==> src/rtl/sreg_ser_ctrl.sv <==
// sreg_ser_ctrl: sequencing controller for a parallel-load shift register
// used as a word serializer.
//
// Upstream side: accepts one N*WIDTH-bit word per valid/ready handshake
// and loads it into the shift register with a single pl pulse.
// Shift side: issues one en pulse per slice. Slice 0 (the least
// significant WIDTH bits) goes out first.
// Downstream side: the register's so output is registered and only
// changes on en. This block keeps a valid/first/last shadow of whatever
// slice so currently holds, and holds off the next en until the consumer
// has taken that slice. A pending slice is therefore never overwritten.
//
// A completed-word counter counts every consumed last slice. It wraps at
// 2**CNTW.

module sreg_ser_ctrl #(
  parameter int               N     = 4,
  parameter int               WIDTH = 1,
  parameter logic [WIDTH-1:0] FILL  = '0,
  parameter int               CNTW  = 16
) (
  input  logic                 clk,
  input  logic                 rstn,
  input  logic                 clr,
  // word source
  input  logic                 in_valid,
  output logic                 in_ready,
  input  logic [N*WIDTH-1:0]   in_data,
  // shift register control
  output logic                 sr_pl,
  output logic                 sr_en,
  output logic [N*WIDTH-1:0]   sr_din,
  output logic [WIDTH-1:0]     sr_si,
  // slice stream framing (data itself comes from the sreg so pin)
  output logic                 so_valid,
  input  logic                 so_ready,
  output logic                 so_first,
  output logic                 so_last,
  // status
  output logic                 busy,
  output logic [CNTW-1:0]      words_done
);

  // Slice index width. Keep at least one bit so that N=1 still has a
  // legal counter. For N=1 the counter stays at zero.
  localparam int              CW       = (N > 1) ? $clog2(N) : 1;
  localparam logic [CW-1:0]   LAST_IDX = CW'(N - 1);
  localparam logic [CW-1:0]   CNT_ZERO = '0;
  localparam logic [CW-1:0]   CNT_ONE  = CW'(1);
  localparam logic [CNTW-1:0] WD_ONE   = CNTW'(1);

  localparam logic [0:0] ST_IDLE  = 1'b0;
  localparam logic [0:0] ST_SHIFT = 1'b1;

  logic [0:0]      state_q,      state_d;
  logic [CW-1:0]   cnt_q,        cnt_d;
  logic            so_valid_q,   so_valid_d;
  logic            so_first_q,   so_first_d;
  logic            so_last_q,    so_last_d;
  logic [CNTW-1:0] words_done_q, words_done_d;

  logic in_ready_s;
  logic sr_pl_s;
  logic sr_en_s;
  logic cnt_at_last_s;
  logic so_take_s;

  assign cnt_at_last_s = (cnt_q == LAST_IDX);
  assign so_take_s     = so_valid_q & so_ready;

  // Sequencer: handshake outputs, pl/en strobes and next state/index.
  always_comb begin
    state_d    = state_q;
    cnt_d      = cnt_q;
    in_ready_s = 1'b0;
    sr_pl_s    = 1'b0;
    sr_en_s    = 1'b0;
    case (state_q)
      ST_IDLE: begin
        // Loading with pl does not disturb so. A last slice that is still
        // waiting for the consumer does not block the next load.
        in_ready_s = ~clr;
        sr_pl_s    = in_valid & ~clr;
        if (sr_pl_s) begin
          state_d = ST_SHIFT;
          cnt_d   = CNT_ZERO;
        end else begin
          state_d = ST_IDLE;
          cnt_d   = cnt_q;
        end
      end
      ST_SHIFT: begin
        // Only shift once so is free. A slice that is still pending
        // must stay on so until the consumer takes it.
        sr_en_s = ~clr & (~so_valid_q | so_ready);
        if (sr_en_s) begin
          if (cnt_at_last_s) begin
            state_d = ST_IDLE;
            cnt_d   = CNT_ZERO;
          end else begin
            state_d = ST_SHIFT;
            cnt_d   = cnt_q + CNT_ONE;
          end
        end else begin
          state_d = ST_SHIFT;
          cnt_d   = cnt_q;
        end
      end
      default: begin
        state_d = ST_IDLE;
        cnt_d   = CNT_ZERO;
      end
    endcase
    // Abort overrides everything else. The stale register contents are
    // harmless because the next word reloads them through pl.
    if (clr) begin
      state_d = ST_IDLE;
      cnt_d   = CNT_ZERO;
    end else begin
      state_d = state_d;
      cnt_d   = cnt_d;
    end
  end

  // Slice shadow: tracks which slice so holds and whether it is unconsumed.
  always_comb begin
    so_valid_d = so_valid_q;
    so_first_d = so_first_q;
    so_last_d  = so_last_q;
    if (clr) begin
      so_valid_d = 1'b0;
      so_first_d = 1'b0;
      so_last_d  = 1'b0;
    end else if (sr_en_s) begin
      so_valid_d = 1'b1;
      so_first_d = (cnt_q == CNT_ZERO);
      so_last_d  = cnt_at_last_s;
    end else if (so_take_s) begin
      so_valid_d = 1'b0;
      so_first_d = 1'b0;
      so_last_d  = 1'b0;
    end else begin
      so_valid_d = so_valid_q;
      so_first_d = so_first_q;
      so_last_d  = so_last_q;
    end
  end

  // Completed-word counter: counts consumed last slices and wraps.
  always_comb begin
    words_done_d = words_done_q;
    if (~clr & so_take_s & so_last_q) begin
      words_done_d = words_done_q + WD_ONE;
    end else begin
      words_done_d = words_done_q;
    end
  end

  // State, index, slice-shadow and counter registers.
  always_ff @(posedge clk or negedge rstn) begin
    if (!rstn) begin
      state_q      <= ST_IDLE;
      cnt_q        <= CNT_ZERO;
      so_valid_q   <= 1'b0;
      so_first_q   <= 1'b0;
      so_last_q    <= 1'b0;
      words_done_q <= '0;
    end else begin
      state_q      <= state_d;
      cnt_q        <= cnt_d;
      so_valid_q   <= so_valid_d;
      so_first_q   <= so_first_d;
      so_last_q    <= so_last_d;
      words_done_q <= words_done_d;
    end
  end

  assign in_ready   = in_ready_s;
  assign sr_pl      = sr_pl_s;
  assign sr_en      = sr_en_s;
  assign sr_din     = in_data;
  assign sr_si      = FILL;
  assign so_valid   = so_valid_q;
  assign so_first   = so_first_q;
  assign so_last    = so_last_q;
  assign busy       = (state_q != ST_IDLE) | so_valid_q;
  assign words_done = words_done_q;

endmodule

==> config.mk <==
export PLATFORM = sky130hd
export DESIGN_NAME = sreg_ser_ctrl
export DESIGN_NICKNAME = d
export VERILOG_FILES = /design/src/rtl/sreg_ser_ctrl.sv
export SDC_FILE = /design/constraint.sdc
export NUM_CORES = 1
export LEC_CHECK = 0
export BUFFER_PORTS_ARGS = -buffer_cell sky130_fd_sc_hd__buf_2
export CELL_PAD_IN_SITES_DETAIL_PLACEMENT = 1
export CELL_PAD_IN_SITES_GLOBAL_PLACEMENT = 2
export CORE_MARGIN = 2
export CORE_UTILIZATION = 27
export CTS_CLUSTER_SIZE = 16
export DETAILED_ROUTE_END_ITERATION = 12
export PLACE_DENSITY_LB_ADDON = 0.08
export SLEW_MARGIN = 20
export SYNTH_ARGS = -nofsm -noshare
export SYNTH_HDL_FRONTEND = slang
export SYNTH_SLANG_ARGS = --single-unit
==> constraint.sdc <==
create_clock -name clk -period 1.23 [get_ports clk]
set_input_delay 0.123 -clock clk [delete_from_list [all_inputs] [get_ports clk]]
set_output_delay 0.123 -clock clk [all_outputs]
set_load 0.03 [all_outputs]
# After elaboration in Yosys (flattened, before gate mapping)
# Cells that the tools add are included.
# totals
in_bits,9
out_inout_bits,28
wordCells,44
register_bits,22
# op_classes
n_bitwise,10
n_addsub,2
eq_ne,3
mux,20
reduce_logical,3
# op_table
cell,n
"adder 16 x 1 -> 16 bit, second input constant",1
2-to-1 mux 1 bit,14
2-to-1 mux 2 bit,4
bitwise AND 1 bit,5
one-hot mux 2 bit (2 select lines),1
"inequality test 3 x 2 -> 1 bit, second input constant",1
"inequality test 3 bit, second input constant",1
inverter 1 bit,3
nonzero test 3 bit,1
"adder 2 x 1 -> 2 bit, second input constant",1
"equality test 2 bit, second input constant",1
zero test 2 bit,1
bitwise OR 1 bit,2
one-hot mux 1 bit (2 select lines),1
AND reduction 2 bit,1

# Longest topological paths before layout
# depth
word_depth,6
mapped_depth,5
ltp_nobuf,5

# Worst setup path before layout
# OpenSTA, ideal clock, no wires.
# synth_path
kind,register to register
start,reg words_done_q[3] (netlist: words_done[3])
end,reg words_done_q[11] (netlist: words_done[11])
t_arrival_ps,1440
setup_ps,133
slack_ps,-343
n_path_buf,0
t_required_ps,1097
path_stages_with_launch,5
period_less_slack_ps,1573
cell_sequence,dfrtp_1 -> nand4_2 -> nor4_4 -> nand3_1 -> xnor2_1
# synth_between
elab_chain_len,1
# synth_rtl
item,line_no,source
from (decl),60,"logic [CNTW-1:0] words_done_q, words_done_d;"
from (signal assigned),174,words_done_q <= words_done_d;
adder 16 x 1 -> 16 bit,153,words_done_d = words_done_q + WD_ONE;
# No other way between the ends.
# A chain may end at the register's enable or synchronous reset.

# Final worst setup path
# layout_path
start,reg words_done_q[5] (netlist: words_done[5])
end,reg words_done_q[11] (netlist: words_done[11])
# Same word-level chain as after synthesis.

==> impl_metrics.json <==
{
  "status": "finished, violations left",
  "violations": "setup timing",
  "worstSetupStartpointType": "flop",
  "min_path_type": "in2reg",
  "final_cell_count_no_fill": 208,
  "slew_violations": 0,
  "ys_types": 29,
  "critical_path_buf_inv_count": 0,
  "die_height_um": 68.11,
  "drtAntennaViolNets": 0,
  "yosysTopAreaCellShare_pct": 49.61,
  "cpPeakStageDelay_ps": 400,
  "crit_arrival_ps": 1470,
  "num_io_pins": 37,
  "cts_tree": "done",
  "hold_violations": 0,
  "h-tree-depth": 1,
  "grt_usage_pct": 12.85,
  "place_inst": 195,
  "route.detailed.drc": 0,
  "seq_area_frac_synth_pct": 49.61,
  "synth_fp_nets": 115,
  "setup_violations": 12,
  "synth_top_family_by_area": "simple AND/OR/NAND/NOR gates",
  "dr.pass1.iters": 4,
  "clock_latency_ps": 260,
  "numClockSinks": 22,
  "cp_top_family": "simple AND/OR/NAND/NOR gates",
  "crit_slowest_cell": "dfrtp_2",
  "gp_congestion": 0.6976,
  "path_cells": "nand4_4 > nor4_4 > nand3_1 > xnor2_1",
  "drt_iter0_drc": 26,
  "die_area_um2": 4639,
  "hpwl_mm": 2.055,
  "fin_util_pct": 43.76,
  "critPathMaxFanout": 4,
  "row_count": 23,
  "clk_pin_slew_ps": 80,
  "rr_worst_depth": 4,
  "synthCells": 103,
  "syn2layout_area_growth_pct": 56.60,
  "synthTopCellsByArea": "dfrtp_1 50%, xnor2_1 8.7%, nand2_1 4.4%, nor2_1 3.7%, buf_4 3.4%",
  "drt-total-wl_mm": 2.714,
  "io_buffers": 27,
  "yosysWarnings": 0,
  "rsz0062_at_grt": "true",
  "synthMuxAreaShare_pct": 2.029,
  "grt_pass1_vias": 956,
  "synthesis.area_um2": 1110,
  "antenna_found_initial": 0,
  "start_util_pct": 27.95,
  "endpoint_kind": "flop",
  "worst_slack_ps": -96.79,
  "drive_above_1_share_pct": 62.66,
  "worst-setup-path-type": "reg2reg",
  "avgRoutedWirePerCell_um": 13.05,
  "tightest_slew_ps": 517.2,
  "cts_root_buf": "clkbuf_8",
  "routed_via_density": 4.433,
  "finalClockSkew_ps": 2.874,
  "clockBufferDepth": 2,
  "grt_max_degree": 23,
  "syn_avg_cell_area_um2": 10.77,
  "r2r_start": "words_done[5]",
  "ff2ff_setup_slack_ps": -100,
  "period_minus_slack_ps": 1327,
  "clock.fmax_mhz": 753.7,
  "nNetsFinal": 171,
  "fillers": 453,
  "crit_end": "words_done[11]",
  "coreArea_um2": 3971,
  "grt.overflow.total": 0,
  "die_w_um": 68.11,
  "crit_cells": 4,
  "r2r_end": "words_done[11]",
  "maxSlewHeadroom_pct": 65.52,
  "power_density_nw_per_um2": 852.8,
  "synth_xor_area_share_pct": 11.84,
  "yosys.area.top_type": "dfrtp_1",
  "synth_compound_area_share_pct": 3.946,
  "ir_drop_uv": 379.6,
  "vias": 922,
  "min_period_over_period_pct": 107.9,
  "n_antenna_cell": 0,
  "grt_pass1_wl_mm": 4.450,
  "cp-startpoint": "words_done[5]",
  "synthAdderAreaFrac_pct": 3.382,
  "critical_path_required_ps": 1380,
  "drv_cap": 0,
  "numCtsBuffers": 3,
  "ys_seq_elements": 22,
  "synthSimpleGateAreaFrac_pct": 22.32,
  "p_leak_uw": 0.0009226
}
-- report_power, final --
part / total (uW) / internal, uW / switching, uW
Combinational: 214 / 104 / 111
Sequential: 746 / 734 / 12.6
Clock: 522 / 285 / 237
Total: 1480 / 1120 / 360
-- what timing repair did --
action                     in CTS  in global routing
setup endpoints to repair      17                 20
pin swaps                      11                  9
hold endpoints to repair       22                  0
gates resized for setup        25                  8
buffers inserted                4                  4
hold buffers                    1                  0
-- cell usage in the layout (no fill, tap or decap), drive strengths merged, types with 2 or more instances in the layout --
cell type  instances
nand2             13
nor2              11
or2                2
nor4               2
nand3              5
xnor2             11
ha                 3
inv                4
clkbuf             4
buf               58
mux2               2
dfrtp             22
xor2               4
a32oi              2
and3               2
a21oi              2
-- stage by stage --
stage	area (um^2)	worst slack, ps	power (uW)	hold WS (ps)	setup TNS (ps)
6_report	1738	-96.79	1482	170.7	-647.9
4_1_cts	1669	-106.9	1500	171.8	-981.7
2_1_floorplan	1155	-172.9	882.7	-172.6	-1403
3_5_place_dp	1474	-152.3	927.9	136.9	-1265
3_3_place_gp	1474	-153.2	924.2	129.3	-1060
5_1_grt	1738	-163.5	1576	187.8	-1785
-- flip-flops by register name (all words and copies together), names as in the netlist --
signal	cells
words_done	16
cnt_q	2
so_first	1
so_last	1
so_valid	1
state_q	1
-- cell families (layout without fill, tap and decap cells) --
logic type | Yosys count | after routing
compound gates | 6 | 6
xor+xnor | 15 | 15
fa+ha+maj | 3 | 3
buf+inv | 12 | 67
flops | 22 | 22
mux | 2 | 2
other cells | 1 | 1
simple gates | 42 | 42
-- worst reg2reg max path: cells and delay by family, from the launching register on --
family / cells / cell delay (ps)
AND/OR/NAND/NOR: 3 / 660
XOR/XNOR: 1 / 150
flip-flops: 1 / 400
-- synthesized netlist by cell type --
cell type and number:
dfrtp_1 22, nand2_1 13, nor2_1 11, xnor2_1 11, buf_4 5, nand3_1 5
inv_1 4, xor2_1 4, ha_1 3, a21oi_1 2, a32oi_1 2, and3_1 2
mux2_2 2, or2_2 2, a22oi_1 1, a311oi_1 1, and2_1 1, and4_1 1
and4b_2 1, buf_2 1, buf_6 1, clkbuf_1 1, conb_1 1, nand2b_1 1
nand4_2 1, nand4b_4 1, nor3_1 1, nor4_2 1, nor4_4 1
-- layer usage --
metal | vias to the layer above | global-route usage [%] | wire (um)
met1 | 454 | 15.89 | 1161
met3 | 2 | 2.303 | 111
met4 | 0 | 3.750 | 7
li1 | 445 | - | -
met5 | - | 0 | 0
met2 | 21 | 22.69 | 1434
-- worst min-delay path by stage --
stage | start | end | slack, ps | cells after the start
finish | in_valid | cnt_q[0] | 170 | 4
global route | in_valid | cnt_q[0] | 190 | 4
CTS | in_valid | cnt_q[0] | 170 | 4
detailed placement | rstn | words_done[15] | 140 | 1
global placement | rstn | words_done[15] | 130 | 1
floorplan | rstn | cnt_q[0] | -170 | 0
-- area by class of cell --
class                   count  area (um^2)  share of cell area (%)
well taps                  50        62.56                   3.600
repair buffers             59        434.2                   24.98
flip-flops and latches     22        565.5                   32.54
clock buffers               4        55.05                   3.168
multi-input cells          69        605.6                   34.85
inverters                   4        15.01                  0.8639
(Power assumes the default switching activity.)
